--- src/rtl/mix_column_engine.sv ---
// Sequential AES/Rijndael MixColumns / InvMixColumns engine. Accepts a full state,
// transforms COLS_PER_CYCLE columns per beat and presents the result until taken.
module mix_column_engine #(
    parameter int NUM_COLS       = 4,
    parameter int COLS_PER_CYCLE = 1
) (
    input  logic                             clk,
    input  logic                             rst,
    input  logic                             in_valid,
    output logic                             in_ready,
    input  logic                             in_inverse,
    input  logic [3:0][NUM_COLS-1:0][7:0]    in_state,
    output logic                             out_valid,
    input  logic                             out_ready,
    output logic [3:0][NUM_COLS-1:0][7:0]    out_state,
    output logic                             busy
);

    localparam int BEATS  = NUM_COLS / COLS_PER_CYCLE;
    localparam int BEAT_W = (BEATS > 1) ? $clog2(BEATS) : 1;
    localparam logic [BEAT_W-1:0] LAST_BEAT = BEAT_W'(BEATS - 1);

    if (COLS_PER_CYCLE < 1 || !(NUM_COLS == 4 || NUM_COLS == 6 || NUM_COLS == 8) ||
        (NUM_COLS % COLS_PER_CYCLE) != 0) begin : g_bad_params
        $error("mix_column_engine: illegal NUM_COLS=%0d / COLS_PER_CYCLE=%0d",
               NUM_COLS, COLS_PER_CYCLE);
    end

    typedef enum logic [1:0] {
        IDLE = 2'd0,
        BUSY = 2'd1,
        DONE = 2'd2
    } state_t;

    // ------------------------------------------------------------------
    // GF(2^8) arithmetic, reduction polynomial 0x11B, built from xtime only.
    // ------------------------------------------------------------------
    function automatic logic [7:0] xtime(input logic [7:0] x);
        return {x[6:0], 1'b0} ^ (x[7] ? 8'h1B : 8'h00);
    endfunction

    function automatic logic [7:0] mul09(input logic [7:0] x);
        return xtime(xtime(xtime(x))) ^ x;
    endfunction

    function automatic logic [7:0] mul0b(input logic [7:0] x);
        return xtime(xtime(xtime(x))) ^ xtime(x) ^ x;
    endfunction

    function automatic logic [7:0] mul0d(input logic [7:0] x);
        return xtime(xtime(xtime(x))) ^ xtime(xtime(x)) ^ x;
    endfunction

    function automatic logic [7:0] mul0e(input logic [7:0] x);
        return xtime(xtime(xtime(x))) ^ xtime(xtime(x)) ^ xtime(x);
    endfunction

    // One output byte: a0 is the byte in the same row, a1..a3 the following rows mod 4.
    function automatic logic [7:0] mix_byte(input logic [7:0] a0, input logic [7:0] a1,
                                            input logic [7:0] a2, input logic [7:0] a3,
                                            input logic inv);
        if (inv) begin
            return mul0e(a0) ^ mul0b(a1) ^ mul0d(a2) ^ mul09(a3);
        end
        return xtime(a0) ^ xtime(a1) ^ a1 ^ a2 ^ a3;
    endfunction

    function automatic logic [3:0][7:0] mix_column(input logic [3:0][7:0] a, input logic inv);
        logic [3:0][7:0] b;
        b[0] = mix_byte(a[0], a[1], a[2], a[3], inv);
        b[1] = mix_byte(a[1], a[2], a[3], a[0], inv);
        b[2] = mix_byte(a[2], a[3], a[0], a[1], inv);
        b[3] = mix_byte(a[3], a[0], a[1], a[2], inv);
        return b;
    endfunction

    // ------------------------------------------------------------------
    // State
    // ------------------------------------------------------------------
    state_t                          state;
    state_t                          state_next;
    logic [BEAT_W-1:0]               beat;
    logic                            mode;
    logic [3:0][NUM_COLS-1:0][7:0]   work;
    logic [3:0][NUM_COLS-1:0][7:0]   work_next;
    logic [3:0][COLS_PER_CYCLE-1:0][7:0] mixed;

    // The lanes always read the lowest COLS_PER_CYCLE columns; the register rotates
    // by one group per beat, so after BEATS beats every column is back in place.
    for (genvar k = 0; k < COLS_PER_CYCLE; k++) begin : g_lane
        logic [3:0][7:0] col_in;
        logic [3:0][7:0] col_out;

        assign col_in  = {work[3][k], work[2][k], work[1][k], work[0][k]};
        assign col_out = mix_column(col_in, mode);

        for (genvar r = 0; r < 4; r++) begin : g_row
            assign mixed[r][k] = col_out[r];
        end
    end

    for (genvar r = 0; r < 4; r++) begin : g_rotate
        if (COLS_PER_CYCLE == NUM_COLS) begin : g_single
            assign work_next[r] = mixed[r];
        end else begin : g_multi
            assign work_next[r] = {mixed[r], work[r][NUM_COLS-1:COLS_PER_CYCLE]};
        end
    end

    // NOTE: the working register is reset along with the FSM so a discarded block
    // can never leak onto out_state; it is a flop bank, not a RAM, so this is cheap.
    always_ff @(posedge clk or posedge rst) begin
        if (rst) begin
            state <= IDLE;
            beat  <= '0;
            mode  <= 1'b0;
            work  <= '0;
        end else begin
            state <= state_next;
            case (state)
                IDLE: begin
                    if (in_valid) begin
                        work <= in_state;
                        mode <= in_inverse;
                        beat <= '0;
                    end
                end
                BUSY: begin
                    work <= work_next;
                    beat <= beat + BEAT_W'(1);
                end
                default: ;
            endcase
        end
    end

    // NOTE: state_next takes its hold value before the case so no path infers a latch.
    always_comb begin
        state_next = state;
        case (state)
            IDLE:    if (in_valid)          state_next = BUSY;
            BUSY:    if (beat == LAST_BEAT) state_next = DONE;
            DONE:    if (out_ready)         state_next = IDLE;
            default:                        state_next = IDLE;
        endcase
    end

    // Outputs depend only on registered state, never on this cycle's inputs.
    assign in_ready  = (state == IDLE);
    assign out_valid = (state == DONE);
    assign busy      = (state != IDLE);
    assign out_state = work;

endmodule
--- config.mk ---
export PLATFORM = sky130hd
export DESIGN_NAME = mix_column_engine
export DESIGN_NICKNAME = d
export VERILOG_FILES = /design/src/rtl/mix_column_engine.sv
export SDC_FILE = /design/constraint.sdc
export NUM_CORES = 1
export LEC_CHECK = 0
export CAP_MARGIN = 30
export CELL_PAD_IN_SITES_DETAIL_PLACEMENT = 1
export CELL_PAD_IN_SITES_GLOBAL_PLACEMENT = 1
export CORE_UTILIZATION = 32
export DETAILED_ROUTE_END_ITERATION = 12
export PLACE_DENSITY = 0.79
export RECOVER_POWER = 50
export SYNTH_ARGS = -nofsm -noshare
export SYNTH_HDL_FRONTEND = slang
export SYNTH_SLANG_ARGS = --single-unit
--- constraint.sdc ---
create_clock -name clk -period 5.45 [get_ports clk]
set_input_delay 1.635 -clock clk [delete_from_list [all_inputs] [get_ports clk]]
set_output_delay 1.635 -clock clk [all_outputs]
set_load 0.1 [all_outputs]
==> impl_metrics.csv <==
group,metric,value,unit
drt,drt-wirelength-per-cell,19.9,µm
drt,num_vias,7632,
grt,grt.total_usage,0.223,
layout,layout_commonest_cell,"clkdlybuf4s50_1",
critical_path,crit_slowest_cell,"clkdlybuf4s50_1",
sta,hold_viol,0,
sta,worst_slew_pin_slew,1.79,ns
sta,fmax,240,MHz
critical_path,cpPeakStageDelay,1.27,ns
floorplan,rows,59,
placement,dp_slack,1.47,ns
worst_hold_path,min_from,"beat[0]",
cts,clkSlewWorstSetupHoldPaths,0.06,ns
critical_path,crit_chain,"clkdlybuf4s50_1",
sta,fin_crit_sh,0.763,
sta,slew_violations,101,
sta,setup_tns,0,ns
cts,worstSkewPairLatency,0.43,ns
critical_path,r2r-start,"out_state[7]",
critical_path,critPathRequiredTime,3.82,ns
drt,via_per_inst,5.05,
cts,clock_path_buffers,2,
sta,skew,0.0137,ns
drt,wl_met3,1790,µm
logic_synthesis,synth_edf_count,0,
sta,rsz0062_at_grt,"false",
drt,drc,0,
sta,fin_ws,1.29,ns
grt,grt_overflow,0,
critical_path,path_buf_inv,1,
logic_synthesis,ys_ff_latch,133,
sta,slew_headroom,-0.196,
drt,top_layer,"met5",
grt,grt_pass1_vias,7820,
drt,drt-met1-wl,13100,µm
critical_path,end_kind,"output port",
status,status,"complete, but fails checks",
logic_synthesis,synth_fp_nets,1087,
placement,gp_congestion,0.900,
grt,antenna_found_initial,1,
floorplan,initial_core_util,0.326,
cts,numCtsBuffers,17,
layout,fin_nets,1297,
critical_path,critPathLaunch,"out_state[7]",
logic_synthesis,yosysWarnings,0,
placement,numPortBuffers,263,
layout,drive_gt1_frac,0.0553,
layout,fin_util,0.457,
drt,dr_wl_met2,14400,µm
drt,ant_nets,0,
sta,timing.hold.ws,0.516,ns
grt,grt_pass1_wl,45500,µm
drt,drt-initial-drc-count,460,
cts,h-tree-depth,4,
cts,holdBufCountCts,0,
critical_path,crit_type,"reg2out",
sta,finalCriticalPeriod,4.16,ns
layout,syn2layout_area_growth,40.2,%
status,violations,"max-capacitance violations, max-slew violations",
cts,cts_root_buf,"clkbuf_16",
drt,drt_wl_total,30000,µm
floorplan,dieWidth,165,µm
cts,cts_setup_buffers,0,
placement,hpwl,22300,µm
logic_synthesis,synth_seq_area_share,0.391,
floorplan,die-area,0.0272,mm²
logic_synthesis,synth_cells,953,
worst_hold_path,hold_path_class,"reg2reg",
logic_synthesis,netlist_area,0.00850,mm²
critical_path,startpoint_type,"flop",
critical_path,crit_family,"buffers and inverters",
logic_synthesis,syn-mean-instance-area,8.92,µm²
grt,grt_max_degree,97,
cts,cts_tree,"built",
job,cap_violations,3,
layout,final_cell_mix,"clkdlybuf4s50_1, nand2_1, dfrtp_1",
logic_synthesis,synthArstFlopShare,1.00,
floorplan,core_area,0.0261,mm²
sta,setup_viol,0,
critical_path,critPathArrivalTime,2.53,ns
cts,cts_resized,0,
critical_path,crit_fanout,11,
floorplan,die_h,165,µm
drt,first_pass_iters,5,
cts,cts.sinks,133,
logic_synthesis,synth_ff_type,"dfrtp_1",
layout,antenna-diode-count,0,
logic_synthesis,synth_cell_types,47,
floorplan,io_pins,264,
-- metal layers --
| layer | GRT usage | vias to the layer above |
|---|---|---|
| li1 | - | 3578 |
| met1 | 0.286 | 3790 |
| met2 | 0.370 | 228 |
| met3 | 0.0497 | 34 |
| met4 | 0.0705 | 2 |
| met5 | 0 | - |
-- state kept, by name (all words and copies together) (netlist names) --
register	flops
out_state	128
state	2
mode	1
beat	2
-- stage by stage --
step / cell area (µm²) / std cells
finish: 11900 / 1511
global route: 11900 / 1511
CTS: 11900 / 1511
detailed placement: 11300 / 1479
global placement: 11300 / 1478
floorplan: 8500 / 953
-- cells by family (layout without fill, tap and decap cells) --
family,Yosys count,count (layout),synth area share
AO/OA/AOI/OAI,168,168,0.121
XOR/XNOR,197,197,0.269
AND/OR/NAND/NOR,354,354,0.162
flip-flops,133,133,0.391
adder cells (fa/ha/maj),1,1,0.00147
multiplexers,8,8,0.00957
buffers and inverters,92,315,0.0452
-- area by class of cell --
class | count | area [µm²]
fill | 2969 | 14100
multi-input combinational | 728 | 4810
sequential | 133 | 3330
timing repair buffer | 276 | 2740
clock buffer | 18 | 439
tap | 335 | 419
clock inverter | 14 | 151
inverter | 7 | 31.3
-- cell usage after synthesis (all sizes together), types with 7 or more instances --
library cell | n | area share
a21oi | 22 | 0.013
a31oi | 96 | 0.071
buf | 22 | 0.014
clkbuf | 63 | 0.028
dfrtp | 133 | 0.39
inv | 7 | 0.0031
mux2i | 7 | 0.0082
nand2 | 219 | 0.097
nor2 | 111 | 0.049
nor3 | 7 | 0.0041
o21ai | 28 | 0.016
xnor2 | 127 | 0.14
xnor3 | 21 | 0.056
xor2 | 39 | 0.043
xor3 | 10 | 0.028
-- final timing paths --
kind,slack [ns],endpoint,depth (start not counted)
setup / recovery,1.29,out_state[7],1
hold / removal,0.52,beat[0],1
setup reg to reg,2.61,out_state[123],6
hold reg to reg,0.52,beat[0],1
max in group asynchronous,1.56,out_state[10],3
min in group asynchronous,1.84,out_state[75],2
Power is not shown: default switching activity piles up to over one toggle a cycle in this logic, so the estimate is an artifact.
==> RTL change 1 (config.mk and constraints unchanged) <==
Set the parameter `NUM_COLS` to 8 (it was 4).
--- a/src/rtl/mix_column_engine.sv
+++ b/src/rtl/mix_column_engine.sv
@@ -1,7 +1,7 @@
 // Sequential AES/Rijndael MixColumns / InvMixColumns engine. Accepts a full state,
 // transforms COLS_PER_CYCLE columns per beat and presents the result until taken.
 module mix_column_engine #(
-    parameter int NUM_COLS       = 4,
+    parameter int NUM_COLS       = 8,
     parameter int COLS_PER_CYCLE = 1
 ) (
     input  logic                             clk,
Interface: changed (resized in_state and out_state); port bits go from 264 to 520. The function was not compared with the original's and may differ.
==> RTL change 1 against the original RTL <==
- the flow still finishes with violations (capacitance limit, slew limit)
- critical endpoint is now out_state[121]
- count of clock-buffer cells in the layout up 32
- clock skew up 0.011 ns
- area after synthesis rose by 70%
- cell count is 81% higher
- sequential cell count is 129 higher
- design area rose by 81%
- critical path depth up 6
- register-to-register slack worse by 0.60 ns
- setup slack worse by 0.47 ns
- highest routed layer unchanged
- routed wire length grew 110%
- global-route usage rose by 5.0 points
- synthesized cell count increased by 74%
Power is left out: the tool's default activity adds up to more than one toggle a clock period on the data nets, which glitch-free logic cannot reach.
==> RTL change 1: results (changes against the original RTL) <==
[cts]
clk_pin_slew_ns=0.05
cts-root-buf=clkbuf_16
clock_tree.buffer_depth=3  ; +1
cts_resized=0  ; unchanged
htreeDepth=2  ; -2
numCtsBuffers=34  ; +17
post_cts_buffers=0  ; unchanged
clock_latency_ns=0.53  ; +0.10 ns

[placed_design]
port-buffer-count=519  ; +97%
post-dp-hpwl_mm=47.3  ; +110%
gp_congestion=0.880  ; -2.2%

[critical_path]
reg2reg_depth=6  ; unchanged
rrSetupSlack_ns=2.01  ; -0.60 ns
max_stage_delay_ns=0.97  ; -0.30 ns
cp_slowest_cell=nor2_1
arrival_ns=5.07  ; +2.54 ns
crit_fanout=48  ; +37
critPathTopFamily=buffers and inverters

[global_route]
track_usage_pct=27.3  ; +5.0 points
antenna_found_initial=8  ; +7
grt_pass1_wl_mm=95.7  ; +110%
grt_pass1_vias=15139  ; +94%
grt_max_degree=137  ; +41%

[outcome]
failed_checks=capacitance limit, slew limit
status=complete, but fails checks

[run]
drv_cap=4  ; +1

[logic_synthesis]
synthTopCellsByCount=nand2_1 (475), dfrtp_1 (262), nor2_1 (246)
yosys_warnings=0  ; unchanged
netlist_top_cells_area=dfrtp_1 (45%), nand2_1 (12%), a31oi_1 (9.7%)
synth_nets=1923  ; +77%
ys.flop_type=dfrtp_1
synthArstFlopShare_pct=100  ; unchanged
yosysUniqueCellTypes=46  ; -2.1%
synth-seq-area-share_pct=45.3  ; +6.2 points

[detailed_routing]
vias_per_cell=5.20  ; +3.0%
routedWlPerCell_um=23.4  ; +18%
first_pass_iters=5  ; unchanged
drt_iter0_markers=900  ; +96%

[sta]
drv_slew=152  ; +50%
slew_headroom_pct=-15.2  ; +4.4 points
skew_ns=0.0242  ; +0.0106 ns

[cells_and_area]
largest_register_ffs=256  ; +100%
layout-drive-gt1-share_pct=5.16  ; -0.36 points
final_nets=2369  ; +83%

[worst_hold_path]
whs_path_depth=1  ; unchanged
hold_class=flop to flop

==> RTL change 1: cell types whose count changed after synthesis, moves of 7 or more <==
cell and delta:
a211oi_1 +7, a31oi_1 +128, clkbuf_1 +54, dfrtp_1 +129, nand2_1 +256, nor2_1 +135, o21ai_0 +7, o21ai_1 -16
xnor2_1 -8, xnor3_1 +14
==> RTL change 1: area by class of cell <==
| cell class | count | area, um2 |
|---|---|---|
| sequential | 262 | 6560 |
| fill | 5052 | 22900 |
| timing repair buffer | 553 | 5730 |
| antenna | 7 | 17.5 |
| inverter | 4 | 16.3 |
| clock buffer | 50 | 1020 |
| multi-input combinational | 1251 | 7300 |
| clock inverter | 10 | 134 |
| tap | 592 | 741 |
==> RTL change 1: through the flow <==
step	utilization (%)	hold WS (ns)	setup slack [ns]	cells	instance area [um2]
final	48.4	0.483	0.824	2729	21500
after global routing	48.4	0.518	0.536	2729	21500
after CTS	48.5	0.484	1.12	2720	21500
after detailed placement	45.9	0.477	1.42	2660	20400
after global placement	45.3	0.465	1.54	2650	20100
after floorplan	-	0.446	0.359	1660	14500
==> RTL change 1: worst paths after layout <==
path	start	endpoint
max in group asynchronous	rst	out_state[81]
min reg2reg	beat[0]	beat[0]
min in group asynchronous	rst	out_state[159]
min	beat[0]	beat[0]
max	in_valid	out_state[121]
max reg2reg	state[0]	out_state[121]
==> RTL change 1: worst register-to-register path, stage by stage, from the launching register on <==
cell	delay, ns
dfrtp_1	0.58
nor2_1	0.10
nor2_1	0.97
buf_4	0.42
clkbuf_2	0.79
o21ai_0	0.28
o21ai_0	0.22
==> RTL change 1: cell families (layout without fill, tap and decap cells) <==
kind of cell	count (synthesis)	after routing	synth area share, %
XOR/XNOR	201	201	17.1
AND/OR/NAND/NOR	736	736	19.3
adder cells (fa/ha/maj)	2	2	0.173
AO/OA/AOI/OAI	303	303	13.2
multiplexers	9	9	0.640
flip-flops	262	262	45.3
other	0	7	0
buffers and inverters	147	617	4.17
==> RTL change 1: per-layer routing <==
layer | global-route usage (%) | routed length [um]
met4 | 11.7 | 2280
met3 | 5.21 | 3610
met1 | 34.3 | 26800
met5 | 0 | 13
met2 | 45.9 | 31200
==> RTL change 2 (same flow settings) <==
Without the edit above. Make the reset (`rst`) synchronous in one clocked block.
--- a/src/rtl/mix_column_engine.sv
+++ b/src/rtl/mix_column_engine.sv
@@ -109,7 +109,7 @@
 
     // NOTE: the working register is reset along with the FSM so a discarded block
     // can never leak onto out_state; it is a flop bank, not a RAM, so this is cheap.
-    always_ff @(posedge clk or posedge rst) begin
+    always_ff @(posedge clk) begin
         if (rst) begin
             state <= IDLE;
             beat  <= '0;
Check against the original RTL: not equivalent (Yosys sat finds a counterexample within 4 cycles, from zero or initial values and one cycle with rst high; the reset may be asserted at any time).
==> RTL change 2 against the original RTL <==
- the flow still finishes with violations (capacitance limit, slew limit)
- design area decreased by 1.2%
- clock skew shrank 0.0071 ns
- non-clock buffer count up 3
- area after synthesis decreased by 1.3%
- count of clock-buffer cells in the layout up 3
- hold slack got worse by 0.017 ns
- setup slack worse by 0.36 ns
- routed wire length grew 17%
- first-iteration DRC count rose by 14%
- die area down 1.3%
- register-to-register slack worse by 0.17 ns
- sequential cell count stayed put
Power is left out: it rests on default switching activity, and per cell area and clock period it moved more than threefold.
==> RTL change 2: results (changes against the original RTL) <==
[logic_synthesis]
avgSynthCellArea_um2=8.21  ; -8.0%
synth_compound_area_share_pct=15.8  ; +3.7 points
synthArstFlopShare_pct=0  ; -100 points
synth_top_area_share_pct=31.7  ; -7.4 points
synth_xor_area_share_pct=28.1  ; +1.2 points
synthMuxAreaShare_pct=0.954  ; -0.0026 points
synth_nets=1157  ; +6.4%
synth-seq-area-share_pct=31.7  ; -7.4 points
synthTopCellsByCount=nand2_1 (223), dfxtp_1 (133), xnor2_1 (133)
yosysUniqueCellTypes=45  ; -4.3%
synthAdderAreaFrac_pct=0.149  ; +0.0019 points

[worst_hold_path]
whs_path_depth=2  ; +1

[sta]
drv_slew=69  ; -32%
slew_headroom_pct=-113  ; -93 points
skew_ns=0.00654  ; -0.00714 ns

[cells_and_area]
final_nets=1351  ; +4.2%
fillCellCount=2984  ; +0.51%
layout-drive-gt1-share_pct=5.53  ; about the same

[placed_design]
dp_cells=1527  ; +3.2%
postPlaceCellArea_um2=11200  ; -1.4%
gp_congestion=0.900  ; about the same
dp_slack_ns=1.60  ; +0.129 ns
post-dp-hpwl_mm=25.7  ; +15%

[global_route]
track_usage_pct=25.9  ; +3.6 points
grt_max_degree=171  ; +76%
antenna_found_initial=4  ; +3
grt_pass1_wl_mm=51.7  ; +14%

[detailed_routing]
vias=8296  ; +8.7%
drt_iter0_markers=524  ; +14%
drt_wl_total_mm=35.0  ; +17%
vias_per_cell=5.30  ; +5.0%

[outcome]
status=complete, but fails checks
failed_checks=capacitance limit, slew limit

[run]
drv_cap=1  ; -2

[critical_path]
crit_fanout=68  ; +57

==> RTL change 2: changes by cell type after synthesis, moves of 18 or more <==
cell | before | now
a311oi_1 | 0 | 98
a31oi_1 | 96 | 2
dfrtp_1 | 133 | 0
dfxtp_1 | 0 | 133
nor2_1 | 111 | 129
o21ai_1 | 20 | 0
xor2_1 | 37 | 55
==> RTL change 2: final timing paths <==
path                               startpoint            end  slack, ns
worst min register to register  out_state[58]  out_state[58]       0.50
worst max register to register  out_state[37]  out_state[92]       2.44
worst min-delay path            out_state[58]  out_state[58]       0.50
worst max-delay path                      rst  out_state[25]       0.93
==> RTL change 2: area by class of cell <==
type / instances / area [um2] / share of cell area [%]
inverter: 5 / 18.8 / 0.159
sequential: 133 / 2660 / 22.6
tap: 330 / 413 / 3.51
antenna: 4 / 10.0 / 0.0850
clock buffer: 21 / 480 / 4.08
multi-input combinational: 781 / 5280 / 44.9
timing repair buffer: 279 / 2830 / 24.1
clock inverter: 11 / 76.3 / 0.648
==> RTL change 2: metal layers <==
layer	vias up	GRT usage (%)	wire (um)
li1	3842	-	-
met1	4150	33.6	15100
met2	254	42.6	17100
met3	50	4.47	1790
met4	0	10.3	973
met5	-	0	0
==> RTL change 2: through the flow <==
stage               util (%)  hold slack (ns)
floorplan                  -            0.481
global placement        43.7            0.482
detailed placement      43.9            0.485
CTS                     46.1            0.497
global route            46.2            0.519
finish                  46.2            0.498
==> RTL change 2: critical path: stages <==
cell	delay (ns)
clkbuf_1	2.21
buf_4	0.68
nand3b_1	0.17
o21ai_0	0.09
==> RTL change 2: cell families (layout without fill, tap and decap cells) <==
group           after synthesis  after routing
simple gates                379            379
buf+inv                     109            316
other cells                   0              4
mux                           8              8
xor+xnor                    222            222
flops                       133            133
compound gates              171            171
fa+ha+maj                     1              1
